### src/rtl/apb_regs_pkg.sv
// Shared types for the APB register file: access modes, decode rules and
// the APB4 request/response structs used by default.
package apb_regs_pkg;

  typedef enum logic [1:0] {
    REG_RW   = 2'd0,
    REG_RO   = 2'd1,
    REG_W1C  = 2'd2,
    REG_HWRO = 2'd3
  } reg_mode_e;

  localparam int unsigned MaxWaitCycles = 15;

  typedef struct packed {
    logic [31:0] idx;
    logic [31:0] start_addr;
    logic [31:0] end_addr;
  } rule_t;

  typedef struct packed {
    logic        psel;
    logic        penable;
    logic        pwrite;
    logic [31:0] paddr;
    logic [31:0] pwdata;
    logic [3:0]  pstrb;
  } apb_req_t;

  typedef struct packed {
    logic        pready;
    logic [31:0] prdata;
    logic        pslverr;
  } apb_resp_t;

endpackage

### src/rtl/apb_regs_hw_wait_ctrl.sv
// Access-phase wait counter: holds pready low for WaitCycles cycles and
// flags the single cycle on which the transfer commits.
module apb_wait_ctrl
  import apb_regs_pkg::*;
#(
  parameter int unsigned WaitCycles = 0
) (
  input  logic pclk_i,
  input  logic preset_ni,
  input  logic psel,
  input  logic penable,
  output logic pready_o,
  output logic commit_o
);
  localparam int unsigned CntW = $clog2(MaxWaitCycles + 1);

  logic [CntW-1:0] cnt_q, cnt_d;
  logic            access;

  assign access   = psel & penable;
  assign pready_o = access & (cnt_q == CntW'(WaitCycles));
  assign commit_o = pready_o;

  // Any gap in psel/penable, or completion, restarts the count.
  always_comb begin
    cnt_d = '0;
    if (access && !pready_o) cnt_d = cnt_q + CntW'(1);
  end

  always_ff @(posedge pclk_i or negedge preset_ni) begin
    if (!preset_ni) cnt_q <= '0;
    else            cnt_q <= cnt_d;
  end

endmodule

### src/rtl/apb_regs_hw.sv
// APB4 register file with per-register access modes (RW/RO/W1C/HWRO), a
// hardware update port, wait states, write strobes and a W1C interrupt.
module apb_regs_hw
  import apb_regs_pkg::*;
#(
  parameter int unsigned NoApbRegs    = 4,
  parameter int unsigned ApbAddrWidth = 12,
  parameter int unsigned AddrOffset   = 4,
  parameter int unsigned ApbDataWidth = 32,
  parameter int unsigned RegDataWidth = 32,
  parameter int unsigned WaitCycles   = 0,
  parameter reg_mode_e [NoApbRegs-1:0] RegMode = {NoApbRegs{REG_RW}},
  parameter type req_t  = apb_req_t,
  parameter type resp_t = apb_resp_t
) (
  input  logic                                   pclk_i,
  input  logic                                   preset_ni,
  input  req_t                                   req_i,
  output resp_t                                  resp_o,
  input  logic [ApbAddrWidth-1:0]                base_addr_i,
  input  logic [NoApbRegs-1:0][RegDataWidth-1:0] reg_init_i,
  input  logic [NoApbRegs-1:0]                   hw_we_i,
  input  logic [NoApbRegs-1:0][RegDataWidth-1:0] hw_d_i,
  output logic [NoApbRegs-1:0][RegDataWidth-1:0] reg_q_o,
  output logic [NoApbRegs-1:0]                   reg_wr_o,
  output logic                                   irq_o
);
  localparam int unsigned StrbWidth = (ApbDataWidth + 7) / 8;

  logic [NoApbRegs-1:0][RegDataWidth-1:0] reg_q, reg_d;
  logic [NoApbRegs-1:0]                   reg_wr_q, reg_wr_d;
  logic                                   has_reset_q, has_reset_d;
  rule_t [NoApbRegs-1:0]                  rules;
  logic [NoApbRegs-1:0]                   hit, sw_wr;
  logic                                   dec_hit, pready, commit, wr_err, strb_any;
  logic [RegDataWidth-1:0]                wmask, wdata, rd_val;
  logic                                   unused_sig;

  // The first edge after reset is spent loading init values, so no access
  // may start in that cycle.
  apb_wait_ctrl #(
    .WaitCycles(WaitCycles)
  ) u_wait_ctrl (
    .pclk_i   (pclk_i),
    .preset_ni(preset_ni),
    .psel     (req_i.psel & has_reset_q),
    .penable  (req_i.penable),
    .pready_o (pready),
    .commit_o (commit)
  );

  always_comb begin
    hit = '0;
    for (int i = 0; i < NoApbRegs; i++) begin
      rules[i].idx        = 32'(i);
      rules[i].start_addr = 32'(base_addr_i) + 32'(i * AddrOffset);
      rules[i].end_addr   = 32'(base_addr_i) + 32'((i + 1) * AddrOffset);
      hit[i] = (32'(req_i.paddr[ApbAddrWidth-1:0]) >= rules[i].start_addr) &&
               (32'(req_i.paddr[ApbAddrWidth-1:0]) <  rules[i].end_addr);
    end
  end

  assign dec_hit  = |hit;
  assign wdata    = req_i.pwdata[RegDataWidth-1:0];
  assign strb_any = |req_i.pstrb[StrbWidth-1:0];

  always_comb begin
    wmask = '0;
    for (int b = 0; b < RegDataWidth; b++) wmask[b] = req_i.pstrb[b/8];
  end

  always_comb begin
    wr_err = 1'b0;
    rd_val = '0;
    sw_wr  = '0;
    for (int i = 0; i < NoApbRegs; i++) begin
      if (hit[i]) begin
        rd_val = (RegMode[i] == REG_RO) ? reg_init_i[i] : reg_q[i];
        wr_err = RegMode[i] inside {REG_RO, REG_HWRO};
      end
      sw_wr[i] = commit & req_i.pwrite & hit[i] & strb_any &
                 (RegMode[i] inside {REG_RW, REG_W1C});
    end
  end

  // W1C: a hardware set in the same cycle as a software clear wins.
  always_comb begin
    reg_d       = reg_q;
    reg_wr_d    = sw_wr;
    has_reset_d = 1'b1;
    for (int i = 0; i < NoApbRegs; i++) begin
      if (!has_reset_q) begin
        if (RegMode[i] != REG_RO) reg_d[i] = reg_init_i[i];
      end else begin
        case (RegMode[i])
          REG_RW: begin
            if (sw_wr[i])        reg_d[i] = (reg_q[i] & ~wmask) | (wdata & wmask);
            else if (hw_we_i[i]) reg_d[i] = hw_d_i[i];
          end
          REG_W1C: reg_d[i] = (reg_q[i] & ~({RegDataWidth{sw_wr[i]}} & wdata & wmask)) |
                              ({RegDataWidth{hw_we_i[i]}} & hw_d_i[i]);
          REG_HWRO: if (hw_we_i[i]) reg_d[i] = hw_d_i[i];
          default: ;
        endcase
      end
    end
  end

  always_ff @(posedge pclk_i or negedge preset_ni) begin
    if (!preset_ni) begin
      reg_q       <= '0;
      reg_wr_q    <= '0;
      has_reset_q <= 1'b0;
    end else begin
      reg_q       <= reg_d;
      reg_wr_q    <= reg_wr_d;
      has_reset_q <= has_reset_d;
    end
  end

  always_comb begin
    resp_o         = '0;
    resp_o.pready  = pready;
    resp_o.pslverr = pready & (~dec_hit | (req_i.pwrite & wr_err));
    if (pready && dec_hit && !req_i.pwrite)
      resp_o.prdata[ApbDataWidth-1:0] = ApbDataWidth'(rd_val);
  end

  always_comb begin
    reg_q_o = reg_q;
    irq_o   = 1'b0;
    for (int i = 0; i < NoApbRegs; i++) begin
      if (RegMode[i] == REG_RO)  reg_q_o[i] = reg_init_i[i];
      if (RegMode[i] == REG_W1C) irq_o = irq_o | (|reg_q[i]);
    end
  end

  assign reg_wr_o   = reg_wr_q;
  assign unused_sig = ^{req_i, rules, hw_we_i, hw_d_i};

endmodule
### config.mk
export PLATFORM = sky130hd
export DESIGN_NAME = apb_regs_hw
export DESIGN_NICKNAME = d
export VERILOG_FILES = /design/src/rtl/apb_regs_pkg.sv /design/src/rtl/apb_regs_hw_wait_ctrl.sv /design/src/rtl/apb_regs_hw.sv
export SDC_FILE = /design/constraint.sdc
export NUM_CORES = 1
export LEC_CHECK = 0
export ABC_AREA = 1
export CORE_AREA = 8 8 192 194
export DETAILED_ROUTE_END_ITERATION = 6
export DIE_AREA = 0 0 200 202
export PLACE_DENSITY = 0.81
export SLEW_MARGIN = 20
export SYNTH_ARGS = -nofsm -noshare
export SYNTH_HDL_FRONTEND = slang
export SYNTH_SLANG_ARGS = --single-unit
### constraint.sdc
create_clock -name pclk_i -period 6.65 [get_ports pclk_i]
set_clock_uncertainty 0.05 [all_clocks]
set_input_delay 0.9975 -clock pclk_i [delete_from_list [all_inputs] [get_ports pclk_i]]
set_output_delay 0.9975 -clock pclk_i [all_outputs]
set_load 0.01 [all_outputs]
==> out/metrics.cfg <==
[status]
outcome=completed

[die]
rows=68
die_area_um2=40400
core_um2=33950
io_pins=512
die_y_um=202
initial_core_util_pct=41.26
fp.dieW_um=200

[cts]
cts.htree.levels=4
clock-sinks=137
cts_max_path_buffers=2
worstSkewPairLatency_ns=0.44
ctsRootBufferMaster=clkbuf_16
tritoncts=yes
cts_buffers=17
path_clk_slew_ns=0.07
cts_setup_buffers=0

[routing]
first_pass_iters=6
ant_nets=0
viasPerCell=5.587
totalWireLength_um=74810
vias=18080
drtIter0Drc=2172
avgRoutedWirePerCell_um=23.12
route.detailed.drc=0

[grt]
antenna_found_initial=9
grt_pass1_wl_um=109000
grt_max_degree=77
grt_use_total_pct=35.45
grt_pass1_vias=17078
grt_overflow=0

[finish]
drive_above_1_share_pct=5.912
fin_util_pct=58.24
fin_nets=3163
final_cell_area_um2=19770
fillCellCount=3300
final_cell_mix=489 x clkdlybuf4s50_1, 472 x nand2_1, 437 x nor2_1, 371 x inv_1, 250 x nand3_1
final_common_cell=clkdlybuf4s50_1
area_growth_pct=41.17

[power]
p_seq_share_pct=28.4
internal_power_mw=2.170
p_sw_share_pct=40.00
peakVddDrop_v=0.0001121
switchingPower_mw=1.446
cellPowerDensity_nw_per_um2=182.9
p_leak_nw=10.06
combPwrFrac_pct=41.6
pwr-share-clk_pct=30.0

[timing]
post-route-period-util_pct=95.64
final-setup-viol-count=0
fmax_mhz=157.2
fin_crit_ns=6.360
tightest_slew_ns=0.9617
slew_headroom_pct=35.69
grt_setup_unrepaired=no
drv_slew=0
tns_ns=0
finalHoldViolations=0

[synth]
synthArstFlopShare_pct=100.0
yosys_warnings=0
avgSynthCellArea_um2=5.940
synth_seq_cells=137
synth_area_um2=14010
synth_area_leaders=dfrtp_1 24%, nand2_1 13%, nor2_1 12%
synth_top_area_share_pct=24.48
synth_cell_type_count=36
synth_edf_count=0
synth_fp_nets=2758
netlist_instances=2358
synth_largest_area_cell=dfrtp_1
yosysSeqAreaShare_pct=24.48
synthFlopType=dfrtp_1

[place]
place_congestion=0.9863
hpwl_um=57290
io_buffer_count=490
dpl_cell_area_um2=19120

[worst_setup_path]
crit_path_max_fanout=22
arrival_ns=5.31
start_kind=input port
regToRegSetupSlack_ns=2.53
crit_type=in -> out
r2r_start=has_reset_q
r2r_cells=11
crit_required_ns=5.60
crit_path_end_kind=primary output

[min_path]
hold_path_class=reg -> reg
hold_start=u_wait_ctrl.cnt_q[0]
min_to=u_wait_ctrl.cnt_q[0]
whs_path_depth=1

[job]
drv_cap=0

power by group through the flow:
stage          sequential (mW)  combinational (mW)  clock [mW]
4_1_cts                   1.02                1.47        1.08
3_5_place_dp              1.04                1.47           0
2_1_floorplan             1.04               0.685           0
6_report                  1.03                1.50        1.08
3_3_place_gp              1.03                1.46           0
5_1_grt                   1.04                1.60        1.11
worst max-delay path by stage:
stage | endpoint | slack, ns | from
global route | resp_o[25] | 0.03 | base_addr_i[3]
finish | resp_o[8] | 0.29 | base_addr_i[3]
detailed placement | resp_o[8] | 0.35 | base_addr_i[3]
global placement | resp_o[19] | 0.38 | base_addr_i[3]
floorplan | resp_o[12] | 2.24 | base_addr_i[7]
CTS | resp_o[8] | 0.33 | base_addr_i[3]
cells in the mapped netlist, types with 7 or more instances:
| master | count |
|---|---|
| buf_4 | 14 |
| nand3b_1 | 31 |
| nand4_1 | 141 |
| a21oi_1 | 185 |
| nand2_2 | 15 |
| nand2_1 | 474 |
| dfrtp_1 | 137 |
| buf_2 | 71 |
| clkbuf_1 | 44 |
| ha_1 | 55 |
| buf_6 | 7 |
| or2_2 | 32 |
| xor2_1 | 19 |
| nor2_1 | 438 |
| o21ai_0 | 12 |
| inv_1 | 371 |
| inv_2 | 7 |
| nand3_1 | 252 |
| buf_1 | 11 |
layer usage:
metal  part of all wire (%)  wire, um  GRT usage (%)
met5                  0.053        40              0
met4                    4.4      3271          14.59
met3                     12      8765          8.583
met2                     44     33230          55.19
met1                     39     29500          46.24
layout make-up:
type / instances / area, um2 / share of cell area [%]
Sequential cell: 137 / 3432 / 17.36
Tap cell: 455 / 569.3 / 2.879
Clock buffer: 17 / 425.4 / 2.152
Timing Repair Buffer: 533 / 5270 / 26.65
Multi-Input combinational cell: 1694 / 8434 / 42.66
Inverter: 380 / 1429 / 7.227
Antenna cell: 7 / 17.52 / 0.08860
Clock inverter: 13 / 193.9 / 0.9809
cell families after synthesis:
| group | share of synthesized area (%) |
|---|---|
| and+or+nand+nor | 46.60 |
| adders and majority gates | 4.913 |
| xor gates and xnor gates | 1.313 |
| buffers and inverters | 15.51 |
| AOI/OAI and AO/OA | 7.138 |
| other | 0.05362 |
| DFF | 24.48 |
critical path: stages:
cell	delay, ns
clkdlybuf4s50_1	0.64
ha_2	0.29
inv_1	0.08
nor2_1	0.19
nand2_1	0.09
xor2_1	0.25
nor2_1	0.07
a21oi_1	0.18
ha_1	0.28
and3_1	0.23
nand2_1	0.10
nor2_1	0.05
nand2_2	0.07
inv_2	0.05
nor2_4	0.10
nand2_1	0.11
buf_4	0.21
nand3_2	0.10
buf_4	0.28
nand3_1	0.13
nor2_1	0.23
clkdlybuf4s50_1	0.59
stage by stage:
| stage | std cells | power [mW] | setup slack (ns) | hold slack, ns |
|---|---|---|---|---|
| 5_1_grt | 3234 | 3.750 | 0.03146 | 0.4664 |
| 3_3_place_gp | 3199 | 2.491 | 0.3837 | 0.4186 |
| 3_5_place_dp | 3199 | 2.501 | 0.3506 | 0.4285 |
| 4_1_cts | 3229 | 3.576 | 0.3313 | 0.4373 |
| 6_report | 3236 | 3.616 | 0.2898 | 0.4471 |
| 2_1_floorplan | 2358 | 1.727 | 2.237 | 0.4034 |
what timing repair did:
| item | in CTS | in global routing |
|---|---|---|
| hold buffers | 0 | 0 |
| endpoints found under the setup margin | 0 | 3 |
| resized for setup | 0 | 2 |
Power figures use the tool's default switching activity.
